## config.mk

```make
export PLATFORM = sky130hd
export DESIGN_NAME = instruction_fetch_unit
export DESIGN_NICKNAME = d
export VERILOG_FILES = /design/src/rtl/instruction_fetch_unit.sv
export SDC_FILE = /design/constraint.sdc
export NUM_CORES = 1
export LEC_CHECK = 0
export BUFFER_PORTS_ARGS = -buffer_cell sky130_fd_sc_hd__buf_4
export CORE_AREA = 3 3 161 131
export CTS_CLUSTER_DIAMETER = 120
export DETAILED_ROUTE_END_ITERATION = 16
export DIE_AREA = 0 0 164 134
export PLACE_DENSITY = 0.85
export SLEW_MARGIN = 20
export SYNTH_ARGS = -nofsm -noshare
export SYNTH_HDL_FRONTEND = slang
export SYNTH_SLANG_ARGS = --single-unit
```

## constraint.sdc

```tcl
create_clock -name clk -period 3.6 [get_ports clk]
set_input_delay 0.72 -clock clk [delete_from_list [all_inputs] [get_ports clk]]
set_output_delay 0.72 -clock clk [all_outputs]
set_load 0.01 [all_outputs]
```

## src/rtl/instruction_fetch_unit.sv

```systemverilog
`default_nettype none
// ============================================================================
//  Module      : instruction_fetch_unit
//  Description : PC owner and fetch buffer feeding decode over valid/ready;
//                handles redirects, discards in-flight responses and flags
//                misaligned redirect targets.
//  Revision    : 1.0 - initial release
// ============================================================================
module instruction_fetch_unit #(
    parameter logic [31:0] RESET_PC   = 32'h0000_0000,
    parameter int          FIFO_DEPTH = 2
) (
    input  logic        clk,
    input  logic        reset,
    output logic [31:0] instruction_address,
    input  logic [31:0] instruction,
    input  logic        redirect_valid,
    input  logic [31:0] redirect_target,
    output logic        fetch_valid,
    input  logic        fetch_ready,
    output logic [31:0] fetch_instruction,
    output logic [31:0] fetch_pc,
    output logic        fetch_fault,
    output logic [31:0] fault_pc
);

    localparam int AW = $clog2(FIFO_DEPTH);
    localparam int CW = AW + 1;
    localparam logic [CW:0] c_DEPTH = (CW + 1)'(FIFO_DEPTH);

    logic [31:0]   r_pc;
    logic [31:0]   r_req_pc;
    logic          r_pending;
    logic          r_fault;
    logic [31:0]   r_fault_pc;
    logic [CW-1:0] r_count;
    logic [AW-1:0] r_rd_ptr;
    logic [AW-1:0] r_wr_ptr;
    logic [31:0]   r_buf_pc    [FIFO_DEPTH];
    logic [31:0]   r_buf_instr [FIFO_DEPTH];

    logic          w_pop;
    logic          w_push;
    logic          w_issue;
    logic [CW:0]   w_occ;

    assign fetch_valid = (r_count != '0);
    assign w_pop       = fetch_valid & fetch_ready;
    assign w_push      = r_pending & ~redirect_valid;
    // Occupancy after this edge's pop, counting the slot reserved by a pending response.
    assign w_occ       = {1'b0, r_count} + {{CW{1'b0}}, r_pending} - {{CW{1'b0}}, w_pop};
    assign w_issue     = ~redirect_valid & ~r_fault & (w_occ < c_DEPTH);

    assign instruction_address = r_pc;
    assign fetch_pc            = fetch_valid ? r_buf_pc[r_rd_ptr]    : 32'h0;
    assign fetch_instruction   = fetch_valid ? r_buf_instr[r_rd_ptr] : 32'h0;
    assign fetch_fault         = r_fault;
    assign fault_pc            = r_fault_pc;

    always_ff @(posedge clk or negedge reset) begin
        if (!reset) begin
            r_pc       <= RESET_PC;
            r_req_pc   <= 32'h0;
            r_pending  <= 1'b0;
            r_fault    <= 1'b0;
            r_fault_pc <= 32'h0;
            r_count    <= '0;
            r_rd_ptr   <= '0;
            r_wr_ptr   <= '0;
        end else if (redirect_valid) begin
            r_pending <= 1'b0;
            r_count   <= '0;
            r_rd_ptr  <= '0;
            r_wr_ptr  <= '0;
            if (redirect_target[1:0] == 2'b00) begin
                r_pc    <= redirect_target;
                r_fault <= 1'b0;
            end else begin
                r_fault    <= 1'b1;
                r_fault_pc <= redirect_target;
            end
        end else begin
            if (w_issue) begin
                r_pending <= 1'b1;
                r_req_pc  <= r_pc;
                r_pc      <= r_pc + 32'd4;
            end else begin
                r_pending <= 1'b0;
            end
            if (w_push) begin
                r_wr_ptr <= r_wr_ptr + 1'b1;
            end
            if (w_pop) begin
                r_rd_ptr <= r_rd_ptr + 1'b1;
            end
            r_count <= r_count + {{(CW-1){1'b0}}, w_push} - {{(CW-1){1'b0}}, w_pop};
        end
    end

    // Storage needs no reset: head outputs are masked while the buffer is empty.
    always_ff @(posedge clk) begin
        if (w_push) begin
            r_buf_pc[r_wr_ptr]    <= r_req_pc;
            r_buf_instr[r_wr_ptr] <= instruction;
        end
    end

endmodule
`default_nettype wire

```

* Word-level counts from Yosys, hierarchy flattened
Memories as Yosys holds them, arrays and structs flattened.
Cells that the tools add are included.
W data, S select, Z words.
** Word-level totals
- Register bits :: 102
- Bits in latches :: 0
- RAM bits :: 128
- ROM bits :: 0
- Input port bits :: 68
- Memories kept :: 2
** Operators by class
- Add/subtract/negate cells :: 7
- Multipliers :: 0
- Divide/modulo/power cells :: 0
- Magnitude comparators :: 1
- Equality and inequality tests :: 1
- Shift-type cells :: 0
- Multiplexer cells :: 15
- Bitwise logic cells :: 7
- Reduce and logical (&&, ||, !) cells :: 8
** Memory list
- r_buf_instr :: depth 2, width 32, read ports 1, clocked after memory_dff 0, write ports 1, line 40 : logic [31:0] r_buf_instr [FIFO_DEPTH];
- r_buf_pc :: depth 2, width 32, read ports 1, clocked after memory_dff 0, write ports 1, line 39 : logic [31:0] r_buf_pc [FIFO_DEPTH];
** Operator list (number)
- $mux W32 :: 5
- $add A32 B3 Y32 const B :: 1
- $mux W1 :: 9
- $reduce_bool A2 Y1 :: 4
- $reduce_and A2 Y1 :: 3
- $and A1 B1 Y1 :: 4
- $add A2 B1 Y3 :: 1
- $lt A3 B2 Y1 const B :: 1
- $not A1 Y1 :: 3
- $sub A3 B1 Y3 :: 1
- $add A1 B1 Y1 const B :: 2
- $add A2 B1 Y2 :: 1
- $logic_not A2 Y1 :: 1
- $mux W2 :: 1
- $ne A2 B1 Y1 const B :: 1
- $sub A2 B1 Y2 :: 1

* Longest topological paths before layout
Gate-level depths: netlist (run 1).
- Depth after elaboration :: 7
- Mapped depth :: 13
- Mapped depth without buffers :: 12

* Least setup slack after synthesis (run 1)
Ideal clock, no wire load.
- Kind :: in2reg
- Start point :: in redirect_valid
- End point :: mem r_buf_instr[0][0], enable pin
- Library setup time :: 0.486 ns
- Data arrival time :: 3.845 ns
- Path slack :: -0.731 ns
- Stages :: 5
- Path through :: buf_6 -> inv_1 -> buf_6 -> nand2_1 -> nor2_1
** On the way
- Word-level cells in the longest chain between the ends :: 4
** Ends and longest elaborated chain
- start: declaration :: line 17 : input logic redirect_valid,
- $not A1 Y1 :: line 49 : assign w_push = r_pending & ~redirect_valid;
- $and A1 B1 Y1 :: line 49
- $mux W1 :: line 102 : if (w_push) begin
- $mux W1 (implied by the code) :: line 104 : r_buf_instr[r_wr_ptr] <= instruction;
- end: declaration :: line 40
No other way between the ends.

* Final worst setup path (run 1)
- Start point :: reg r_count[1]
- End point :: reg r_pc[28], in the netlist instruction_address[28]
** On the way
- Word-level cells in the longest chain between the ends :: 7
- Elaborated cells between the ends (all ways) :: 8
** Ends and longest elaborated chain
- start: declaration :: line 36 : logic [CW-1:0] r_count;
- start signal: assignment :: line 96 : r_count <= r_count + {{(CW-1){1'b0}}, w_push} - {{(CW-1){1'b0}}, w_pop};
- branches (longest 2 deep; another with $add A2 B1 Y3)
- $sub A3 B1 Y3 * :: line 51 : assign w_occ = {1'b0, r_count} + {{CW{1'b0}}, r_pending} - {{CW{1'b0}}, w_pop};
- $lt A3 B2 Y1 * :: line 52 : assign w_issue = ~redirect_valid & ~r_fault & (w_occ < c_DEPTH);
- $and A1 B1 Y1 * :: line 52
- $reduce_bool A2 Y1 (no source line) *
- $reduce_and A2 Y1 (no source line) *
- end signal: assignment :: line 76 : r_pc <= redirect_target;
- end signal: assignment :: line 86 : r_pc <= r_pc + 32'd4;
- end: declaration :: line 31 : logic [31:0] r_pc;
Every way passes the cells marked *.
A chain may end at the register's enable or synchronous reset.

==> results of run 1 <==
synth_stat cells (2+ instances only):
cell type  number
a211oi_1        4
a21oi_1        20
a22oi_1         2
a311oi_1        2
a31o_2          2
a31oi_1         4
and3_1          4
buf_1          10
buf_6           7
clkbuf_1       24
dfrtp_1       102
edfxtp_1      128
ha_1            3
inv_1           7
mux2_2         29
mux2i_1        66
nand2_1       123
nand3_1        13
nand4_1         5
nand4b_1        2
nor2_1         92
nor2b_1         6
nor3_1         14
nor4_1          9
o21a_1          2
o21ai_0        24
o22a_1          2
o22ai_1         7
or3_1           6
or4_4           2
xnor2_1         4
critical path: stages, from the launching register on:
cell and delay [ns]:
dfrtp_1 0.49, nor2_4 0.07, inv_1 0.07, and2_1 0.18
nor2b_1 0.23, o21ai_0 0.15, fa_1 0.41, xnor2_1 0.24
nand3_2 0.27, inv_1 0.14, buf_4 0.37, nand2_1 0.13
o21ai_0 0.17, nor3_1 0.06
routing by layer:
layer | global-route usage (%) | vias to the layer above | share of wire (%)
met2 | 30.9 | 324 | 46
li1 | - | 3091 | -
met4 | 3.99 | 0 | 2.0
met5 | 0 | - | 0
met1 | 28.0 | 3221 | 43
met3 | 5.43 | 34 | 9.7
sequential cells by signal, summed over array words and instances, names as in the netlist:
register             cells
r_count                  2
r_wr_ptr                 1
r_buf_instr             64
r_pending                1
instruction_address     32
r_rd_ptr                 1
r_buf_pc                64
fetch_fault              1
r_req_pc                32
fault_pc                32
power by group:
part,internal (W),switching [W],leakage [nW]
Sequential,0.00332,0.000537,2.40
Clock,0.00137,0.000913,0.351
Combinational,0.00136,0.00161,2.15
Total,0.00604,0.00306,4.90
stage by stage:
stage	hold slack (ns)	util (%)
2_1_floorplan	0.424	-
6_report	0.288	61.1
3_5_place_dp	0.456	57.4
3_3_place_gp	0.451	57.4
5_1_grt	0.336	61.1
4_1_cts	0.314	61.1
cell families after synthesis:
family / count (synthesis)
compound gates: 83
xor+xnor: 5
fa+ha+maj: 4
buf+inv: 50
flops: 230
mux: 95
simple gates: 289
layout make-up:
class / count / area, um^2
Clock buffer: 35 / 641
Timing Repair Buffer: 212 / 1650
Inverter: 7 / 26.3
Tap cell: 264 / 330
Fill cell: 1516 / 7680
Multi-Input combinational cell: 476 / 2930
Sequential cell: 230 / 6400
Clock inverter: 6 / 78.8
worst paths after layout:
| kind | start | to | slack, ns | cells after the start |
|---|---|---|---|---|
| max | r_count[1] | instruction_address[28] | 0.50 | 13 |
| min | reset | fault_pc[3] | 0.29 | 1 |
| max reg2reg | r_count[1] | instruction_address[28] | 0.50 | 13 |
| min reg2reg | r_req_pc[8] | r_buf_pc[0][8] | 0.47 | 0 |
| max in group asynchronous | reset | r_rd_ptr | 2.57 | 2 |
| min in group clk | instruction[20] | r_buf_instr[0][20] | 0.41 | 1 |
layout by cell type (no fill, tap or decap), types with 12 or more instances in the layout:
cell type / count
buf_4: 207
edfxtp_1: 128
nand2_1: 123
dfrtp_1: 101
nor2_1: 90
mux2i_1: 66
mux2_2: 29
o21ai_0: 24
clkbuf_16: 23
a21oi_1: 20
nor3_1: 14
nand3_1: 12
==> out/results.txt, run 1 <==
The post-synthesis xor/xnor area fraction works out to 0.458%. Of the post-synthesis cell area, the part taken by muxes is 10.3%. Largest family of logic cells by synthesized area: simple AND/OR/NAND/NOR gates. The routed length per instance works out to 18.1 um. After detailed placement, the design holds a cell count of 1,189. The detail route stage leaves a number of antenna-violating nets equal to 0. After Yosys synthesis, full adders, half adders and majority gates account for 0.602% of the synthesized area.

The logs give 66.9% for the sequential-to-total area share from yosys stat and 0.889 for the routability-driven placement congestion ratio. The number of CTS-inserted buffers came out at 23. TritonCTS built the clock tree. The slew of the pin with the lowest slew margin works out to 1.10 ns. The run gives 1 as the depth of the CTS H-tree. The logs give 22,000 um^2 for the die area and 0 ns for the accumulated negative setup slack.

Of the cells placed in the final design, the portion with a size suffix greater than 1 is 30.1%. Total of buffers placed on input and output ports: 197. Setup repair after global routing left no endpoint under its margin. For this run, the post-layout net count is 1,022. The logs give 756 for the number of instances in the synthesized netlist and 0.344 ns for the worst setup slack after placement.

Summing the areas of all compound-gate instances in the mapped netlist gives 5.45% of the synthesized area. The DRC violation count after routing is 0, and the post-synthesis sequential element count is 230. The final hold violation count came out at 0. For this run the aggregate overflow at the end of global routing stands at 0. In this run the vertical extent of the chip is 134 um.

For this design the ratio of total power to cell area is 754 nW/um^2. The die width came out at 164 um. The routed via count divided by cell count came out at 5.42. In this run, distinct cell masters in the synthesized netlist total 62.

The final setup slack of the worst path is 0.500 ns. Yosys printed 0 warnings. The HPWL after detailed placement is 15,100 um. The tools report the number of endpoints failing setup at the final stage as 0. After Yosys synthesis, and, or, nand and nor cells account for 13.6% of the synthesized area.

Via count of the first global-routing pass: 6,483. For the count of TritonRoute iterations in the first routing pass, the log shows 5. After synthesis, the mean cell area works out to 12.6 um^2. In the synthesized netlist the dominant register cell turns out to be edfxtp_1. The number of flops mapped to enable cells by yosys was 128. Along the worst path, the maximum fanout reaches 37. The worst setup path is launched from a flip-flop. By area the synthesized netlist is led by edfxtp_1, dfrtp_1, mux2i_1, nand2_1, nor2_1. The maximum number of pins on one net before global-route repair is 65. The buffer levels on the longest clock path is 3, and the all-layer global routing usage is 19.7%. The design draws 0.00909 W. The area of the mapped netlist is 9550 um^2. The tightest min-delay check is of the in -> async type. The antenna cell count was 0; the net count after synthesis was 828. The total clock sinks came out at 230.

The tools report the number of max-slew violations in the final report as 0. The worst setup path is of the reg -> reg kind. The proportion of synthesized flip-flops having asynchronous set or reset was 44.3%. The summed area of non-filler cells in the final layout came out at 12,100 um^2. The maximum clock frequency is 323 MHz.

The logs give 19,700 um^2 for the total core area and 48.4% for the starting density of the core. The insertion delay of the later-clocked pin in the worst-skew pair was 0.49 ns; the worst-case headroom to the max-slew limit was 26.1%. The tool flagged a number of max-cap violations equal to 0. For the final database, setup skew stands at 0.00748 ns. The placement row count is 46, and the share of the clock period used by the worst path is 86.1%. For the number of buffers inserted by hold repair at cts, the log shows 0. The clock period could shrink to 3.10 ns. STA puts the critical path data required time at 3.97 ns. The maximum VDD drop is 0.382 mV, and the post-layout instance count excluding filler cells is 1,230. Pin placement for this block handled 198 I/O pins.

Cell accounting for the most synthesized area: edfxtp_1. The tools report the arrival time at the worst endpoint as 3.47 ns. The clock-pin slew of the registers on the worst-case setup and hold paths was 0.06 ns; the wire length of the first global-routing pass was 34,800 um. The flow ran to the end, and the final reports show no timing, DRC or antenna violations. The number of design-rule violations left by the first detailed-router iteration came out at 653. The area fraction of the dominant cell type after synthesis was 40.2%.

For this block, the routed nets add up to 22,200 um of wire. Clock tree synthesis selected as its root buffer the cell clkbuf_16. Summing over every cut layer, the via total after detailed routing is 6,670. The post-CTS setup repair buffer count is 0.

The static power due to leakage is 4.90 nW. STA classifies the critical path endpoint as a flip-flop. The initial antenna violation count was 0; the total placed instance area was 11,300 um^2. In this run, post-CTS repair resized a total of 0 instances.

The area growth from synthesis to layout is 26.2%.
Power figures use the tool's default switching activity.
==> run 2, diff against run 1 <==
--- a/config.mk
+++ b/config.mk
@@ -6,12 +6,13 @@
 export NUM_CORES = 1
 export LEC_CHECK = 0
 export BUFFER_PORTS_ARGS = -buffer_cell sky130_fd_sc_hd__buf_4
-export CORE_AREA = 3 3 161 131
+export CORE_AREA = 3 3 152 124
 export CTS_CLUSTER_DIAMETER = 120
 export DETAILED_ROUTE_END_ITERATION = 16
-export DIE_AREA = 0 0 164 134
-export PLACE_DENSITY = 0.85
+export DIE_AREA = 0 0 155 127
+export PLACE_DENSITY = 0.89
 export SLEW_MARGIN = 20
 export SYNTH_ARGS = -nofsm -noshare
 export SYNTH_HDL_FRONTEND = slang
 export SYNTH_SLANG_ARGS = --single-unit
+export TNS_END_PERCENT = 100
==> constraint.sdc (replaced) <==
create_clock -name clk -period 3.1 [get_ports clk]
set_input_delay 0.62 -clock clk [delete_from_list [all_inputs] [get_ports clk]]
set_output_delay 0.62 -clock clk [all_outputs]
set_load 0.01 [all_outputs]
==> out/results.txt, run 2 (same netlist as run 1, synthesis figures left out) <==
The flow ran to the end, and the final reports show no timing, DRC or antenna violations. The wire length of the first global-routing pass came out at 35,500 um (+2.0%). Grouping stages by cell kind, the critical path spends the most delay in compound AO/OA/AOI/OAI gates. Origin of the worst setup path: r_count[1]. The number of design-rule violations left by the first detailed-router iteration was 620 (-5.1%).

The antenna cell count was 0 (unchanged); the insertion delay of the later-clocked pin in the worst-skew pair was 0.51 ns (+0.02 ns). The depth of the CTS H-tree was 1 (unchanged); the clock tree skew after final layout was 0.0135 ns (+0.00601 ns). The total placed instance area was 11,300 um^2 (about the same). The most common cell after layout, fill and taps aside was buf_4. Buffer levels on the longest clock path: 3 (unchanged).

The peak fanout along the critical path works out to 26 (-30%). The final hold violation count came out at 0 (unchanged). The reported max-cap violation count is 0 (unchanged), and the arrival time at the worst endpoint is 3.32 ns (-0.15 ns). The run gives 17,400 um^2 (-12%) as the total core area. For the number of CTS-inserted buffers, the log shows 23 (unchanged). All-layer global routing usage: 22.2% (+2.5 points).

The number of I/O pins is 198 (unchanged). Maximum clock frequency: 345 MHz (+6.9%). The final global-route overflow total came out at 0 (unchanged). The routed via count divided by cell count came out at 5.69 (+4.8%).

The total of buffers placed on input and output ports is 197 (unchanged), and the number of endpoints failing setup at the final stage is 0 (unchanged). The HPWL after detailed placement was 15,600 um (+2.8%); the number of gates on the worst path with buffers counted was 11 (-2). TritonCTS built the clock tree. The run gives 39.9% (+14 points) as the worst-case headroom to the max-slew limit. The cell at the root of the clock tree is clkbuf_16. The growth of design area from synthesis to finish is 27.0%, and the maximum VDD drop is 0.512 mV (+34%). The required arrival time at the worst endpoint is 3.52 ns (-0.45 ns). The run gives 1,158 (-2.6%) as the count of placed standard cells including taps. The number of max-slew violations in the final report came out at 0 (unchanged). The tools report the worst hold slack as 0.193 ns (-0.0944 ns). The clock-pin slew of the registers on the worst-case setup and hold paths came out at 0.07 ns (about the same). Wire length after detailed routing: 22,800 um (+2.7%). For the area taken by flip-flops and latches, the log shows 6400 um^2 (about the same). The tools report the number of buffers inserted by hold repair at cts as 0 (unchanged).

The run gives 6,822 (+2.3%) as the via total after detailed routing. The run gives 1,030 (+0.78%) as the final net count. The run gives 19,700 um^2 (-10%) as the die area. The largest registers in the layout are r_buf_instr x64, r_buf_pc x64. Static power due to leakage: 4.97 nW (+1.4%). By startpoint and endpoint, the worst setup path is classified as reg -> reg. The logs give 55.0% (+6.6 points) for the starting density of the core and 0 (unchanged) for the antenna violation net count after detailed routing. Kind of start point of the critical path: a flip-flop. The maximum cell stage delay along the critical path came out at 0.56 ns (+0.07 ns). Among all stages on the critical path, the largest delay is contributed by a31o_2.

The die height was 127 um (-5.2%). The count of TritonRoute iterations in the first routing pass is 5 (unchanged). The min-delay analysis places its worst path in the category in -> async. Traced cell by cell, the critical path runs through nor2_4 -> inv_1 -> and2_1 -> nor2b_1 -> o21ai_0 -> fa_1 -> xnor2_1 -> a31o_2 -> o21a_1 -> o22ai_1 -> nor3_1. The via count of the first global-routing pass was 6,719 (+3.6%); the die width was 155 um (-5.5%). For the multi-input combinational cell area, the log shows 2930 um^2 (-0.17%). The library cells used most frequently in the layout, excluding fill and tap cells, are buf_4, edfxtp_1, nand2_1. The worst setup path is captured at a flip-flop. The depth of the most critical reg-to-reg path was 11 (-2); the routability-driven placement congestion ratio was 0.870 (-2.1%). The summed area of non-filler cells in the final layout is 12,100 um^2 (+0.61%). The tools report the power after layout as 0.0108 W (+19%). Total clock sinks: 230 (unchanged). The share of the clock period used by the worst path was 93.5% (+7.4 points). In this run the critical register-to-register path is launched from r_count[1]. The placement row count is 43 (-6.5%). The count of fill cells added during filler insertion is 1,199 (-21%). The share of cells above drive strength 1 was 31.1% (+0.95 points); the number of buffers and inverters on the critical path was 1 (-2).

Maximum number of pins on one net before global-route repair: 65 (unchanged). Setup repair after global routing could not meet its margin everywhere. The routed length per instance is 19.0 um (+5.3%).

The run gives 1 (+1) as the initial antenna violation count. Clock period minus worst slack: 2.90 ns (-0.200 ns). The slew of the pin with the lowest slew margin is 0.893 ns (-0.205 ns). The power density over the cells came out at 893 nW/um^2 (+18%).

The accumulated negative setup slack was 0 ns (unchanged). The run gives 1,200 (-2.4%) as the post-layout instance count excluding filler cells. The DRC violation count after routing is 0 (unchanged).
run 2: changes by cell type in the layout (fill, tap and decap cells not counted), sizes merged:
cell / delta
buf: +8
bufinv: +2
clkbuf: -3
clkinv: +1
inv: +1
run 2: cell type report:
cell class                 count  area share [%]
sequential                   230            52.8
multi-input combinational    476            24.1
timing repair buffer         220            14.1
clock buffer                  32            5.27
tap                          225            2.32
clock inverter                10            1.25
inverter                       7           0.217
run 2: repair_timing:
item,in CTS,in global routing
endpoints found under the setup margin,0,10
buffers inserted,0,0
gates resized for setup,0,3
run 2: final timing paths:
kind / endpoint / slack [ns]
worst min register to register: r_buf_pc[1][28] / 0.47
max in group asynchronous: fault_pc[20] / 2.12
worst max-delay path: instruction_address[31] / 0.20
worst max register to register: instruction_address[31] / 0.20
worst min-delay path: instruction_address[7] / 0.19
min in group clk: r_buf_instr[1][1] / 0.30
run 2: through the flow:
stage | utilization [%] | worst slack [ns]
3_3_place_gp | 65.2 | 0.201
2_1_floorplan | - | 0.119
6_report | 69.8 | 0.200
4_1_cts | 69.8 | 0.132
3_5_place_dp | 65.2 | 0.0929
5_1_grt | 69.8 | -0.000512
run 2: report_power, final:
part,internal (W),total [W],switching [W]
clock,0.00177,0.00289,0.00112
combinational,0.00160,0.00345,0.00186
sequential,0.00385,0.00449,0.000638
total,0.00722,0.0108,0.00361
run 2: routing by layer:
layer  vias up  GRT usage [%]  wire, um
li1       3118              -         -
met1      3282           31.8      9560
met3        51           5.42      2290
met4         2           5.14       537
met5         -              0        10
met2       369           35.1     10400
==> run 3, diff against run 2 <==
--- a/config.mk
+++ b/config.mk
@@ -6,11 +6,11 @@
 export NUM_CORES = 1
 export LEC_CHECK = 0
 export BUFFER_PORTS_ARGS = -buffer_cell sky130_fd_sc_hd__buf_4
-export CORE_AREA = 3 3 152 124
+export CORE_AREA = 3 3 177 145
 export CTS_CLUSTER_DIAMETER = 120
 export DETAILED_ROUTE_END_ITERATION = 16
-export DIE_AREA = 0 0 155 127
-export PLACE_DENSITY = 0.89
+export DIE_AREA = 0 0 180 148
+export PLACE_DENSITY = 0.71
 export SLEW_MARGIN = 20
 export SYNTH_ARGS = -nofsm -noshare
 export SYNTH_HDL_FRONTEND = slang
==> out/results.txt, run 3 (same netlist as run 1, synthesis figures left out) <==
The initial antenna violation count is 0 (-1). The run gives 1 (unchanged) as the depth of the CTS H-tree. The final global-route overflow total was 0 (unchanged); the multi-input combinational cell area was 2930 um^2 (+0.17%). The worst setup path is captured at a flip-flop. The slew of the pin with the lowest slew margin was 0.739 ns (-0.154 ns); the power density over the cells was 885 nW/um^2 (-0.81%).

The wire length of the first global-routing pass was 37,300 um (+5.0%); the all-layer global routing usage was 17.3% (-5.0 points). Setup repair after global routing left no endpoint under its margin. The top cell types in the final layout, fill and taps aside, are buf_4, edfxtp_1, nand2_1.

Number of I/O pins: 198 (unchanged). The logs give 23,500 um (+2.9%) for the wire length after detailed routing and 0 (unchanged) for the final hold violation count. By startpoint and endpoint, the worst setup path is classified as reg -> reg.

The run gives 2,105 (+76%) as the count of fill cells added during filler insertion. For the power after layout, the log shows 0.0109 W (+0.36%). The number of endpoints failing setup at the final stage is 0 (unchanged), and the die area is 26,600 um^2 (+35%).

The number of design-rule violations left by the first detailed-router iteration was 539 (-13%). Via total after detailed routing: 6,657 (-2.4%). STA classifies the critical path startpoint as a flip-flop.

The post-CTS setup repair buffer count is 0 (unchanged). The share of the clock period used by the worst path is 90.7% (-2.8 points), and the total core area is 24,100 um^2 (+38%). The accumulated negative setup slack came out at 0 ns (unchanged). TritonCTS built the clock tree. Maximum VDD drop: 0.443 mV (-13%). The count of instances resized after the clock tree is built came out at 0 (unchanged). The growth of design area from synthesis to finish was 28.5%. The total of buffers placed on input and output ports is 197 (unchanged). The clock tree skew after final layout is 0.0202 ns (+0.00671 ns).

In the final layout, the registers with the most flip-flops are r_buf_instr x64, r_buf_pc x64. The antenna cell count was 0 (unchanged); the routability-driven placement congestion ratio was 0.853 (-1.9%). The part of the total power dissipated in the clock network is 26.6% (about the same), and the placement row count is 51 (+19%).

The worst-case headroom to the max-slew limit is 50.7% (+11 points). The net switching share of the total power works out to 33.9% (+0.57 points). Most common cell after layout, fill and taps aside: buf_4. The HPWL after detailed placement came out at 16,200 um (+3.8%). The routed via count divided by cell count was 5.13 (-9.7%); the DRC violation count after routing was 0 (unchanged).

The buffer levels on the longest clock path was 3 (unchanged); the die width was 180 um (+16%). The switching power summed over all nets was 0.00369 W (+2.1%); the share of power burned in registers was 41.3% (about the same). The via count of the first global-routing pass was 6,641 (-1.2%). The min-delay analysis places its worst path in the category in -> async. The antenna violation net count after detailed routing was 0 (unchanged); the area taken by flip-flops and latches was 6400 um^2 (about the same). For the maximum number of pins on one net before global-route repair, the log shows 65 (unchanged). The tools report the required arrival time at the worst endpoint as 3.51 ns (about the same). The die height came out at 148 um (+17%). The clock-pin slew of the registers on the worst-case setup and hold paths is 0.06 ns (about the same), and the relative contribution of combinational cells to total power is 32.1% (+0.2 points). The run gives 0.53 ns (+0.02 ns) as the insertion delay of the later-clocked pin in the worst-skew pair. The clock period minus worst slack works out to 2.81 ns (-0.0869 ns). The run gives 39.7% (-15 points) as the starting density of the core.

The peak fanout along the critical path was 20 (-23%); the reported max-cap violation count was 0 (unchanged). The count of TritonRoute iterations in the first routing pass was 5 (unchanged). The tools report the cell at the root of the clock tree as clkbuf_16.

Static power due to leakage: 4.98 nW (+0.21%). The flow ran to the end, and the final reports show no timing, DRC or antenna violations. The maximum clock frequency is 355 MHz (+3.1%), and the share of cells above drive strength 1 is 30.9% (-0.13 points). The number of buffers inserted by hold repair at cts came out at 0 (unchanged). The arrival time at the worst endpoint was 3.22 ns (-0.10 ns); the routed length per instance was 18.1 um (-4.8%).

The final net count is 1,032 (+0.19%). The tools report the number of max-slew violations in the final report as 0 (unchanged). The number of CTS-inserted buffers was 25 (+8.7%). For the total clock sinks, the log shows 230 (unchanged).

The internal power contribution came out at 0.00719 W (-0.50%).
## run 3: final cells by class
cell class | count | share of cell area, %
Multi-Input combinational cell | 476 | 23.9
Tap cell | 318 | 3.24
Timing Repair Buffer | 220 | 14.1
Inverter | 7 | 0.214
Clock buffer | 32 | 5.31
Sequential cell | 230 | 52.1
Clock inverter | 14 | 1.18
## run 3: stage by stage
stage | area, um^2 | std cells | setup slack, ns | hold slack [ns] | util, %
2_1_floorplan | 9560 | 756 | 0.119 | 0.324 | -
3_3_place_gp | 11500 | 1251 | 0.186 | 0.451 | 47.7
3_5_place_dp | 11500 | 1251 | 0.156 | 0.454 | 47.7
4_1_cts | 12300 | 1297 | 0.313 | 0.139 | 51.0
5_1_grt | 12300 | 1297 | 0.0663 | 0.160 | 51.0
6_report | 12300 | 1297 | 0.287 | 0.128 | 51.0
## run 3: critical path, cell delays in order, from the launching register on
cell,delay [ns]
dfrtp_1,0.44
nor2_4,0.04
inv_1,0.06
and2_1,0.18
nor2b_1,0.24
o21ai_0,0.15
fa_1,0.39
xnor2_1,0.24
a31o_2,0.53
o21ai_0,0.18
a22o_1,0.26
## run 3: metal layers
metal / up-vias / wire (um) / track usage (%)
met4: 0 / 509 / 4.33
met1: 3213 / 10900 / 25.4
met3: 34 / 1820 / 4.33
met5: - / 0 / 0
li1: 3128 / - / -
met2: 282 / 10300 / 25.9
## run 3: power groups by stage
stage,sequential (W),combinational (W),clock (W)
floorplan,0.00436,0.00191,0
global placement,0.00451,0.00347,0
detailed placement,0.00454,0.00354,0
CTS,0.00448,0.00355,0.00298
global route,0.00457,0.00385,0.00311
finish,0.00449,0.00349,0.00289
## run 3: final timing paths
kind | start | to | slack [ns] | depth (start not counted)
hold reg to reg | r_req_pc[16] | r_buf_pc[0][16] | 0.47 | 0
setup reg to reg | r_count[0] | instruction_address[12] | 0.29 | 10
setup / recovery | r_count[0] | instruction_address[12] | 0.29 | 10
min in group clk | instruction[22] | r_buf_instr[0][22] | 0.29 | 1
hold / removal | reset | instruction_address[26] | 0.13 | 1
max in group asynchronous | reset | r_req_pc[11] | 2.29 | 2
